## config.mk

```make
export PLATFORM = sky130hd
export DESIGN_NAME = debounce_bank
export DESIGN_NICKNAME = d
export VERILOG_FILES = /design/src/rtl/debounce_pkg.sv /design/src/rtl/debounce_channel.sv /design/src/rtl/debounce_bank.sv
export SDC_FILE = /design/constraint.sdc
export NUM_CORES = 1
export LEC_CHECK = 0
export BUFFER_PORTS_ARGS = -buffer_cell sky130_fd_sc_hd__buf_2
export CAP_MARGIN = 20
export CORE_ASPECT_RATIO = 0.6
export CORE_UTILIZATION = 55
export CTS_CLUSTER_DIAMETER = 100
export DETAILED_ROUTE_END_ITERATION = 8
export GPL_TIMING_DRIVEN = 0
export PLACE_DENSITY_LB_ADDON = 0.25
export SYNTH_ARGS = -nofsm -noshare
export SYNTH_HDL_FRONTEND = slang
export SYNTH_SLANG_ARGS = --single-unit
export TNS_END_PERCENT = 50
```

## constraint.sdc

```tcl
create_clock -name clock -period 2.1 [get_ports clock]
set_clock_uncertainty 0.05 [all_clocks]
set_input_delay 0.105 -clock clock [delete_from_list [all_inputs] [get_ports clock]]
set_output_delay 0.105 -clock clock [all_outputs]
set_load 0.005 [all_outputs]
```

## src/rtl/debounce_pkg.sv

```systemverilog
// Shared constants and width helper for the debounce bank and its channels.
package debounce_pkg;

    localparam int DEBOUNCE_DELAY_DEFAULT    = 1000;
    localparam int DEBOUNCE_TICK_DIV_DEFAULT = 100;

    // Bits needed to hold values 0..value-1; returns 0 for value <= 1.
    function automatic int clog2(input int value);
        int result;
        int v;
        result = 0;
        v      = value - 1;
        for (int i = 0; i < 32; i++) begin
            if (v > 0) begin
                result = result + 1;
                v      = v >> 1;
            end
        end
        return result;
    endfunction

endpackage

```

## src/rtl/debounce_channel.sv

```systemverilog
// One debounced bit: two-flop synchroniser, candidate/stability counter, clean level and edge pulses.
module debounce_channel
    import debounce_pkg::*;
#(
    parameter int   DELAY    = DEBOUNCE_DELAY_DEFAULT,
    parameter logic INIT_BIT = 1'b0
) (
    input  logic clock,
    input  logic reset_n,
    input  logic tick,
    input  logic noisy_bit,
    output logic clean,
    output logic rise,
    output logic fall
);

    localparam int                 CNT_W   = clog2(DELAY + 1);
    localparam logic [CNT_W-1:0]   CNT_MAX = CNT_W'(DELAY);

    logic             sync0_q;
    logic             sync1_q;
    logic             cand_q,  cand_d;
    logic [CNT_W-1:0] cnt_q,   cnt_d;
    logic             clean_q, clean_d;
    logic             rise_q,  rise_d;
    logic             fall_q,  fall_d;
    logic             hit;

    always_comb begin
        cand_d = cand_q;
        cnt_d  = cnt_q;
        // A new candidate restarts the count even if a tick arrives in the same cycle.
        if (sync1_q != cand_q) begin
            cand_d = sync1_q;
            cnt_d  = '0;
        end else if (tick && (cnt_q != CNT_MAX)) begin
            cnt_d = cnt_q + CNT_W'(1);
        end

        hit     = (cnt_q == CNT_MAX) && (cand_q != clean_q);
        clean_d = hit ? cand_q : clean_q;
        rise_d  = hit &  cand_q;
        fall_d  = hit & ~cand_q;
    end

    always_ff @(posedge clock or negedge reset_n) begin
        if (!reset_n) begin
            sync0_q <= INIT_BIT;
            sync1_q <= INIT_BIT;
            cand_q  <= INIT_BIT;
            cnt_q   <= '0;
            clean_q <= INIT_BIT;
            rise_q  <= 1'b0;
            fall_q  <= 1'b0;
        end else begin
            sync0_q <= noisy_bit;
            sync1_q <= sync0_q;
            cand_q  <= cand_d;
            cnt_q   <= cnt_d;
            clean_q <= clean_d;
            rise_q  <= rise_d;
            fall_q  <= fall_d;
        end
    end

    assign clean = clean_q;
    assign rise  = rise_q;
    assign fall  = fall_q;

endmodule

```

## src/rtl/debounce_bank.sv

```systemverilog
// WIDTH-channel debouncer: one shared tick prescaler feeding independent per-bit filters.
module debounce_bank
    import debounce_pkg::*;
#(
    parameter int               WIDTH    = 8,
    parameter int               DELAY    = DEBOUNCE_DELAY_DEFAULT,
    parameter int               TICK_DIV = DEBOUNCE_TICK_DIV_DEFAULT,
    parameter logic [WIDTH-1:0] INIT     = '0
) (
    input  logic             clock,
    input  logic             reset_n,
    input  logic [WIDTH-1:0] noisy,
    output logic [WIDTH-1:0] clean,
    output logic [WIDTH-1:0] rise,
    output logic [WIDTH-1:0] fall,
    output logic             any_change,
    output logic             tick
);

    localparam int               PRE_W  = (clog2(TICK_DIV) < 1) ? 1 : clog2(TICK_DIV);
    localparam logic [PRE_W-1:0] P_LAST = PRE_W'(TICK_DIV - 1);

    logic [PRE_W-1:0] p_q, p_d;
    logic             tick_q, tick_d;

    always_comb begin
        if (p_q == P_LAST) begin
            p_d    = '0;
            tick_d = 1'b1;
        end else begin
            p_d    = p_q + PRE_W'(1);
            tick_d = 1'b0;
        end
    end

    always_ff @(posedge clock or negedge reset_n) begin
        if (!reset_n) begin
            p_q    <= '0;
            tick_q <= 1'b0;
        end else begin
            p_q    <= p_d;
            tick_q <= tick_d;
        end
    end

    assign tick = tick_q;

    for (genvar gi = 0; gi < WIDTH; gi++) begin : g_ch
        debounce_channel #(
            .DELAY    (DELAY),
            .INIT_BIT (INIT[gi])
        ) u_ch (
            .clock     (clock),
            .reset_n   (reset_n),
            .tick      (tick_q),
            .noisy_bit (noisy[gi]),
            .clean     (clean[gi]),
            .rise      (rise[gi]),
            .fall      (fall[gi])
        );
    end

    assign any_change = |(rise | fall);

endmodule

```

==> summary.md, run 1 <==
| Metric | Value |
|---|---|
| Status | `finished, final reports clean` |
| Syn Inst Count | `579` |
| Main synth FF type | `dfrtp_1` |
| Clock Sinks | `136` |
| Hold WC Path Type | `in -> async` |
| Horizontal die dimension | `139 um` |
| Final Hold Violating Endpoints | `0` |
| Worst hold slack | `0.197 ns` |
| Ports | `36` |
| Most common cell after layout, fill and taps aside | `dfrtp_1` |
| Comb power frac | `2.3%` |
| Die height | `roughly 84 um` |
| Crit-path max cell delay | `between 0.5 and 0.6 ns` |
| Vias post-DR | `~4,300` |
| Placer Congestion | `0.826` |
| Worst path cell trace | `nor4_1 -> nand4_1 -> buf_2` |
| Port Buf Inserts | `35` |
| Relative slew slack | `43.0%` |
| RSZ-0062 raised after global routing | `no` |
| Initial antenna violation count | `0` |
| Detailed Route Iter0 Violations | `255` |
| VDD IR max | `0.000648 V` |
| Fraction of layout cells with a size suffix above 1 | `~16%` |
| Final core utilization | `slightly below 70%` |
| Cell variety after synth | `40` |
| Vias/cell | `around 5.4` |
| Clk_lat worst skew | `0.41 ns` |
| CP Launch Type | `flop` |
| Die area | `roughly 12,000 um^2` |
| First-pass GRT wire length | `20.2 mm` |
| Count of final max-slew check failures | `0` |
| Crit end category | `primary output` |
| Starting Density | `approximately 57%` |
| Core Footprint | `~11,000 um^2` |
| Leak Pwr | `0.00331 uW` |
| Residual DRC | `0` |
| Kind of critical path | `reg -> out` |
| CTS Buf Count | `17` |
| Final period util | `88.5%` |
| Internal power contribution | `between 4000 and 5000 uW` |
| Synth area leader | `dfrtp_1` |
| Largest net degree at the start of global routing | `around 80` |
| Top area cells in the synthesized netlist | `dfrtp_1 55%, xor2_1 5.5%, nor2_1 4.4%` |
| Gr usage total | `about 22%` |
| Switching Share | `between 20% and 30%` |
| Setup-failing EPs final | `0` |
| F_max | `~0.54 GHz` |
| Sequential share of the synthesized area | `between 50% and 60%` |
| Post-synth top area share | `55.1%` |
| Max cap viols | `0` |
| Pwr Total | `about 5900 uW` |
| HPWL after DPL | `a little under 8 mm` |
| Syn nets | `slightly above 600` |
| FF+latch count, synth | `approximately 140` |
| Setup Slack @ Placement | `~0.074 ns` |
| Required time of the critical path | `1.95 ns` |
| Final min period | `~1.9 ns` |
| Setup bufs post-CTS | `0` |
| Root Driver | `clkbuf_16` |
| Fin Setup TNS | `0 ns` |
| N_diodes | `0` |
| Yosys Warn Count | `0` |
| Clock Path Buffers | `2` |
| FP Rows | `29` |
| Clock Power Share | `between 50% and 60%` |
| Final WL | `approximately 11 mm` |
| Worst-path clk slew | `roughly 0.060 ns` |
| Area Overhead vs Synth | `18.0%` |
| ANT nets after route | `0` |
| Crit-path max FO | `2` |
| Most frequent cells in the layout | `136 x dfrtp_1, 73 x nor2_1, 39 x xor2_1, 39 x nand2_1, 37 x buf_2` |
| NumNets Final | `between 600 and 700` |
| Detailed Routing Iterations Pass 1 | `4` |
| Cell depth of the worst flop-to-flop path | `6` |
| Synth Cell Area | `6170 um^2` |
| PwrDens | `slightly above 800 nW/um^2` |
| H-tree depth | `4` |
| Synth async-reset ratio | `100%` |
| Worst setup margin | `around 0.24 ns` |
| WL per Instance | `around 14 um` |
| Mean Syn Cell Area | `about 11 um^2` |
| TritonCTS clock tree | `built` |
| Tightest Pin Transition | `between 0.8 and 0.9 ns` |
| Post-synth EDFFs | `0` |
| GRT overflow | `0` |
| Crit-path slowest cell | `nor4_1` |
| Vias in the first global route | `4,157` |
| Critical path arrival | `1.70 ns` |
| Part of the power in registers | `44.8%` |
| Psw | `1240 uW` |
-- repair_timing --
item | 4_1_cts | 5_1_grt
endpoints found under the hold margin | 67 | 0
endpoints found under the setup margin | 0 | 18
hold buffers | 9 | 0
resized for setup | 0 | 2
-- sequential cells by signal (all words and copies together), names as in the netlist --
signal / count
g_ch.u_ch.cnt_q: 80
p_q: 7
g_ch.u_ch.rise: 8
g_ch.u_ch.sync1_q: 8
g_ch.u_ch.clean: 8
tick: 1
g_ch.u_ch.sync0_q: 8
g_ch.u_ch.cand_q: 8
g_ch.u_ch.fall: 8
-- final timing paths --
| check | start | end | slack, ns |
|---|---|---|---|
| worst max register to register | g_ch[5].u_ch.cnt_q[0] | g_ch[5].u_ch.clean | 0.28 |
| worst min register to register | g_ch[0].u_ch.sync0_q | g_ch[0].u_ch.sync1_q | 0.30 |
| worst max-delay path | g_ch[5].u_ch.rise | any_change | 0.24 |
| min in group clock | noisy[5] | g_ch[5].u_ch.sync0_q | 0.28 |
| max in group asynchronous | reset_n | g_ch[3].u_ch.cnt_q[9] | 1.05 |
| worst min-delay path | reset_n | g_ch[0].u_ch.cnt_q[7] | 0.20 |
-- cells by family after synthesis --
kind of cell,count (synthesis),synth area share (%)
AOI/OAI and AO/OA,39,3.69
xor gates and xnor gates,70,9.93
adders and majority gates,17,3.45
buffers and inverters,59,5.11
DFF,136,55.1
muxes,12,2.17
and+or+nand+nor,246,20.5
-- synth_stat cells (all sizes together), types with 15 or more instances --
| library cell | count |
|---|---|
| ha | 17 |
| dfrtp | 136 |
| xor2 | 39 |
| nand2 | 39 |
| nor2 | 73 |
| nor3 | 16 |
| xnor2 | 31 |
| buf | 29 |
| inv | 18 |
| nand4 | 24 |
| nand3 | 30 |
| nor3b | 15 |
| a21oi | 19 |
-- power groups by stage --
stage / Combinational (uW) / Sequential, uW / Clock [uW]
floorplan: 43.4 / 2700 / 0
global placement: 119 / 2710 / 0
detailed placement: 129 / 2710 / 0
CTS: 142 / 2660 / 3210
global route: 156 / 2660 / 3320
finish: 137 / 2660 / 3150
-- stage by stage --
step                      cell area [um^2]  instances
after floorplan                       6170        579
after global placement                6520        753
after detailed placement              6560        754
after CTS                             7280        795
after global routing                  7290        795
final                                 7290        795
-- per-layer routing --
metal  GRT usage [%]  wire length, um  vias to the layer above
met5               0                0                        -
met4            6.36               98                        0
li1                -                -                     2093
met3            6.02              516                        8
met2            33.2             5230                       83
met1            31.8             5630                     2112
-- worst max-delay path, delay by kind of cell (launching register included) --
family                 cells  cell delay [ns]
buffers and inverters      1             0.17
DFF                        1             0.42
and+or+nand+nor            2             0.71
-- final cells by class --
cell class | count | area [um^2]
Timing Repair Buffer | 45 | 299
Multi-Input combinational cell | 384 | 2450
Clock buffer | 18 | 439
Clock inverter | 14 | 198
Fill cell | 786 | 3450
Buffer | 41 | 250
Tap cell | 139 | 174
Sequential cell | 136 | 3400
Inverter | 18 | 67.6
No activity file was read; power rests on OpenSTA's default activity.
==> run 2: changes to the inputs <==
--- a/config.mk
+++ b/config.mk
@@ -12,7 +12,7 @@
 export CTS_CLUSTER_DIAMETER = 100
 export DETAILED_ROUTE_END_ITERATION = 8
 export GPL_TIMING_DRIVEN = 0
-export PLACE_DENSITY_LB_ADDON = 0.25
+export PLACE_DENSITY = 0.83
 export SYNTH_ARGS = -nofsm -noshare
 export SYNTH_HDL_FRONTEND = slang
 export SYNTH_SLANG_ARGS = --single-unit
==> summary.md, run 2 (synthesis gave the netlist of run 1 again) <==
| Metric | Value |
|---|---|
| Die area | `around 12,000 um^2` |
| Kind of critical path | `reg -> reg` |
| Reg2reg setup slack | `a little under 0.2 ns` |
| Die height | `between 80 and 90 um` |
| Vias/cell | `between 5 and 6` |
| Wire length on met1 | `around 6 mm` |
| Starting Density | `~57%` |
| VDD IR max | `about 0.00057 V` |
| Crit end category | `flop` |
| Setup bufs post-CTS | `0` |
| Placer Congestion | `around 0.81` |
| Cell depth of the worst flop-to-flop path | `6` |
| Residual DRC | `0` |
| Leak Pwr | `0.00329 uW` |
| Relative slew slack | `between 40% and 50%` |
| Final WL | `between 10 and 15 mm` |
| Hold WC Path Type | `in -> async` |
| TritonCTS clock tree | `built` |
| Core Footprint | `approximately 11,000 um^2` |
| CTS Buf Count | `17` |
| Top Layer Used | `met4` |
| Crit-path max cell delay | `0.48 ns` |
| Largest net degree at the start of global routing | `85` |
| F_max | `between 0.5 and 0.6 GHz` |
| Final Hold Violating Endpoints | `0` |
| Ports | `36` |
| Worst-path clk slew | `about 0.06 ns` |
| NumNets Final | `between 600 and 700` |
| Detailed Routing Iterations Pass 1 | `5` |
| Area Overhead vs Synth | `17.7%` |
| WL per Instance | `roughly 16 um` |
| Port Buf Inserts | `35` |
| Worst r2r src | `g_ch[5].u_ch.cnt_q[0]` |
| Final min period | `1.90 ns` |
| Count of final max-slew check failures | `0` |
| H-tree depth | `4` |
| Setup-failing EPs final | `0` |
| GRT overflow | `0` |
| Clock Path Buffers | `2` |
| Crit-path max FO | `5` |
| Critical path arrival | `roughly 2.1 ns` |
| First-pass GRT wire length | `~22 mm` |
| Gr usage total | `23.9%` |
| Clock Sinks | `about 140` |
| Fraction of layout cells with a size suffix above 1 | `between 15 and 20%` |
| Fin Setup TNS | `0 ns` |
| Tightest Pin Transition | `0.802 ns` |
| Crit-path slowest cell | `or4_1` |
| N_diodes | `0` |
| Max cap viols | `0` |
| FP Rows | `29` |
| Final period util | `90.6%` |
| Largest register FFs | `80` |
| Routed wl met3 | `a little under 500 um` |
| Pwr Total | `between 5000 and 6000 uW` |
| Vias in the first global route | `4,555` |
| Horizontal die dimension | `around 140 um` |
| Initial antenna violation count | `0` |
| PwrDens | `between 800 and 900 nW/um^2` |
| Root Driver | `clkbuf_16` |
| Status | `finished, final reports clean` |
| Worst path cell trace | `inv_1 -> ha_1 -> nand2_1 -> or4_1 -> buf_2 -> nor3b_1` |
| Vias post-DR | `between 4,000 and 5,000` |
| HPWL after DPL | `between 8 and 9 mm` |
| Worst r2r dst | `g_ch[5].u_ch.fall` |
| Final-layout fill cell count | `~770` |
| CP Launch Type | `flop` |
| ANT nets after route | `0` |
| Most frequent cells in the layout | `136 x dfrtp_1, 73 x nor2_1, 39 x xor2_1, 39 x nand2_1, 37 x buf_2` |
| Detailed Route Iter0 Violations | `between 300 and 400` |
| Most common cell after layout, fill and taps aside | `dfrtp_1` |
| Clk_lat worst skew | `around 0.41 ns` |
| Required time of the critical path | `between 2 and 2.5 ns` |
| WL met2 | `between 5 and 6 mm` |
| Largest Register | `g_ch.u_ch.cnt_q` |
| RSZ-0062 raised after global routing | `no` |
run 2: changes by cell type in the layout (fill, tap and decap cells not counted):
cell	delta
clkinvlp_4	+1
clkbuf_1	+1
clkbuf_8	+2
clkinv_2	+1
clkinv_4	-3
bufinv_16	-1
inv_6	-1
run 2: worst max path at each step:
stage,start,endpoint,depth (start not counted)
4_1_cts,tick,g_ch[5].u_ch.cnt_q[0],5
6_report,g_ch[5].u_ch.cnt_q[0],g_ch[5].u_ch.fall,6
3_5_place_dp,tick,g_ch[4].u_ch.cnt_q[3],5
2_1_floorplan,g_ch[5].u_ch.cnt_q[0],g_ch[5].u_ch.clean,6
3_3_place_gp,reset_n,g_ch[6].u_ch.sync0_q,1
5_1_grt,g_ch[1].u_ch.rise,any_change,3
run 2: cell type report:
class,count,area (um^2),area share [%]
buffer,41,250,3.44
clock buffer,21,470,6.48
clock inverter,11,145,2.00
inverter,18,67.6,0.930
multi-input combinational,384,2450,33.8
sequential,136,3400,46.8
tap,139,174,2.39
timing repair buffer,45,299,4.12
run 2: timing repair:
action / 4_1_cts / 5_1_grt
hold buffers: 9 / 0
gates resized for setup: 0 / 2
endpoints found under the setup margin: 0 / 17
endpoints found under the hold margin: 60 / 0
run 2: layer usage:
| metal | up-vias | global-route usage [%] |
|---|---|---|
| li1 | 2093 | - |
| met5 | - | 0 |
| met3 | 15 | 6.14 |
| met2 | 86 | 37.8 |
| met1 | 2181 | 31.6 |
| met4 | 0 | 9.70 |
run 2: critical path: cells and delay by family, from the launching register on:
family,cells,cell delay (ns)
simple gates,3,0.87
buf+inv,2,0.30
fa+ha+maj,1,0.15
flops,1,0.42
run 2: where the power goes:
group / switching (uW) / internal, uW
Clock: 1100 / 1960
Sequential: 17.4 / 2650
Combinational: 103 / 34.8
run 2: through the flow:
step           utilization, %  cells  hold slack [ns]  setup slack (ns)  cell area (um^2)
2_1_floorplan               -    579           -0.241             0.388              6170
3_3_place_gp             60.7    753            0.164            -0.868              6520
3_5_place_dp             61.0    754           0.0345             0.104              6560
4_1_cts                  67.6    795            0.186            0.0134              7260
5_1_grt                  67.6    795            0.222             0.111              7260
6_report                 67.6    795            0.163             0.196              7260
==> run 3: changes to the inputs <==
--- a/config.mk
+++ b/config.mk
@@ -12,7 +12,7 @@
 export CTS_CLUSTER_DIAMETER = 100
 export DETAILED_ROUTE_END_ITERATION = 8
 export GPL_TIMING_DRIVEN = 0
-export PLACE_DENSITY = 0.83
+export PLACE_DENSITY = 0.86
 export SYNTH_ARGS = -nofsm -noshare
 export SYNTH_HDL_FRONTEND = slang
 export SYNTH_SLANG_ARGS = --single-unit
==> constraint.sdc (replaced) <==
create_clock -name clock -period 1.6 [get_ports clock]
set_clock_uncertainty 0.05 [all_clocks]
set_input_delay 0.08 -clock clock [delete_from_list [all_inputs] [get_ports clock]]
set_output_delay 0.08 -clock clock [all_outputs]
set_load 0.005 [all_outputs]
==> summary.md, run 3 (synthesis gave the netlist of run 1 again) <==
| Metric | Value |
|---|---|
| RSZ-0062 raised after global routing | `yes` |
| Failing checks | `negative setup slack` |
| Gr usage total | `approximately a quarter` |
| Area of the multi-input gates | `between 2000 and 3000 um^2` |
| Final-layout fill cell count | `~650` |
| Worst path cell trace | `inv_2 -> ha_1 -> nand4b_1 -> or3_4 -> mux2_2` |
| Final Hold Violating Endpoints | `0` |
| Largest register FFs | `80` |
| Psw | `1660 uW` |
| CP Launch Type | `flop` |
| Post-Place Cells | `roughly 750` |
| WL per Instance | `approximately 17 um` |
| Largest Register | `g_ch.u_ch.cnt_q` |
| Vias/cell | `~5.7` |
| Setup Slack @ Placement | `-0.410 ns` |
| Max cap viols | `0` |
| Largest net degree at the start of global routing | `102` |
| PwrDens | `a little under 1000 nW/um^2` |
| Worst-path clk slew | `~0.060 ns` |
| First-pass GRT wire length | `~23 mm` |
| Vias post-DR | `4,672` |
| Placed Area | `between 6000 and 7000 um^2` |
| N_diodes | `0` |
| Post-route cell area | `between 7000 and 8000 um^2` |
| Clock Sinks | `136` |
| HPWL after DPL | `8.07 mm` |
| Setup-failing EPs final | `11` |
| Crit-path max cell delay | `~0.44 ns` |
| Detailed Routing Iterations Pass 1 | `5` |
| Residual DRC | `0` |
| Most frequent cells in the layout | `133 x dfrtp_1, 73 x nor2_1, 57 x buf_4` |
| Count of final max-slew check failures | `0` |
| Fraction of layout cells with a size suffix above 1 | `27.7%` |
| Final std cells w/o fill | `slightly above 800` |
| Leak Pwr | `0.00348 uW` |
| Comb power frac | `under 10%` |
| Area Overhead vs Synth | `26.2%` |
| Pwr Total | `about 7600 uW` |
| Final min period | `~1.7 ns` |
| Vias in the first global route | `approximately 4,800` |
| Clock Power Share | `about half` |
| Internal power contribution | `about 5900 uW` |
| Crit-path max FO | `4` |
| Crit-path slowest cell | `or3_4` |
| Starting Density | `a little under three fifths` |
| Total area of sequential cells | `approximately 3400 um^2` |
| Clk_lat worst skew | `about 0.43 ns` |
| Hold WC Path Type | `in -> async` |
| VDD IR max | `about 0.00086 V` |
| Final WL | `14.3 mm` |
| Kind of critical path | `reg -> reg` |
| Most common cell after layout, fill and taps aside | `dfrtp_1` |
| Required time of the critical path | `1.86 ns` |
| Critical path arrival | `roughly 2 ns` |
| Die area | `about 12,000 um^2` |
| Placer Congestion | `just over 0.8` |
| Ports | `36` |
| H-tree depth | `4` |
| Core Footprint | `between 10,000 and 15,000 um^2` |
| Relative slew slack | `39.1%` |
| Die height | `84.1 um` |
| GRT overflow | `0` |
| Switching Share | `between 20% and 30%` |
| F_max | `approximately 0.58 GHz` |
| CTS Buf Count | `17` |
| Clock Path Buffers | `2` |
| Detailed Route Iter0 Violations | `412` |
| FP Rows | `29` |
| Final core utilization | `72.5%` |
| Status | `complete, but fails checks` |
| NumNets Final | `696` |
| ANT nets after route | `0` |
| Initial antenna violation count | `0` |
| Cell family with most CP delay | `simple AND/OR/NAND/NOR gates` |
| Port Buf Inserts | `35` |
| Part of the power in registers | `between 40% and 50%` |
| Final period util | `107%` |
| Root Driver | `clkbuf_16` |
| Crit end category | `flop` |
| Worst setup margin | `-0.112 ns` |
| Tightest Pin Transition | `around 0.91 ns` |
| Horizontal die dimension | `about 140 um` |
| Crit path buf inv count | `1` |
| TritonCTS clock tree | `built` |
## run 3: cell count changes in the layout (fill, tap and decap cells not counted), sizes merged
cell	previous run	this run
clkinv	4	6
clkinvlp	3	2
clkbuf	35	29
buf	63	95
bufinv	3	2
## run 3: per-layer routing
layer | GRT usage (%) | up-vias | wire length [um]
met4 | 9.29 | 0 | 293
li1 | - | 2142 | -
met5 | 0 | - | 0
met1 | 31.9 | 2383 | 6200
met2 | 41.9 | 117 | 7230
met3 | 6.88 | 30 | 586
## run 3: worst paths after layout
kind                       cells past startpoint  slack, ns                   from               endpoint
max                                            5      -0.11  g_ch[0].u_ch.cnt_q[0]     g_ch[0].u_ch.clean
min                                            2       0.07                reset_n  g_ch[0].u_ch.cnt_q[5]
max reg2reg                                    5      -0.11  g_ch[0].u_ch.cnt_q[0]     g_ch[0].u_ch.clean
min reg2reg                                    0       0.30   g_ch[3].u_ch.sync0_q   g_ch[3].u_ch.sync1_q
max in group asynchronous                      3       0.60                reset_n                   tick
min in group clock                             2       0.24               noisy[6]   g_ch[6].u_ch.sync0_q
## run 3: area by class of cell
class	instances	share of cell area [%]
clock buffers	21	6.04
repair buffers	76	6.87
multi-input cells	384	35.6
plain buffers	36	3.13
clock inverters	11	1.56
inverters	18	0.867
well taps	139	2.23
flip-flops and latches	136	43.7
## run 3: repair_timing
item | 4_1_cts | 5_1_grt
pin swaps | 8 | 19
hold buffers | 9 | 0
endpoints found under the setup margin | 76 | 45
hold endpoints to repair | 144 | 0
resized for setup | 40 | 39
setup buffers | 18 | 13
## run 3: through the flow
| stage | hold slack (ns) | setup TNS [ns] |
|---|---|---|
| after floorplan | -0.266 | -0.0945 |
| final | 0.0686 | -0.549 |
| after detailed placement | -0.0515 | -10.21 |
| after CTS | 0.0846 | -0.339 |
| after global routing | 0.108 | -1.74 |
| after global placement | 0.138 | -187.14 |
## run 3: worst reg2reg max path: cells and delay by family (launching register included)
family,cells,cell delay (ns)
mux,1,0.29
simple gates,2,0.66
flops,1,0.39
buf+inv,1,0.07
fa+ha+maj,1,0.15
## run 3: power groups by stage
stage	sequential (uW)	clock [uW]	combinational, uW
6_report	3490	3910	184
2_1_floorplan	3550	0	57.0
4_1_cts	3490	3920	186
5_1_grt	3500	4100	211
3_5_place_dp	3550	0	167
3_3_place_gp	3550	0	151
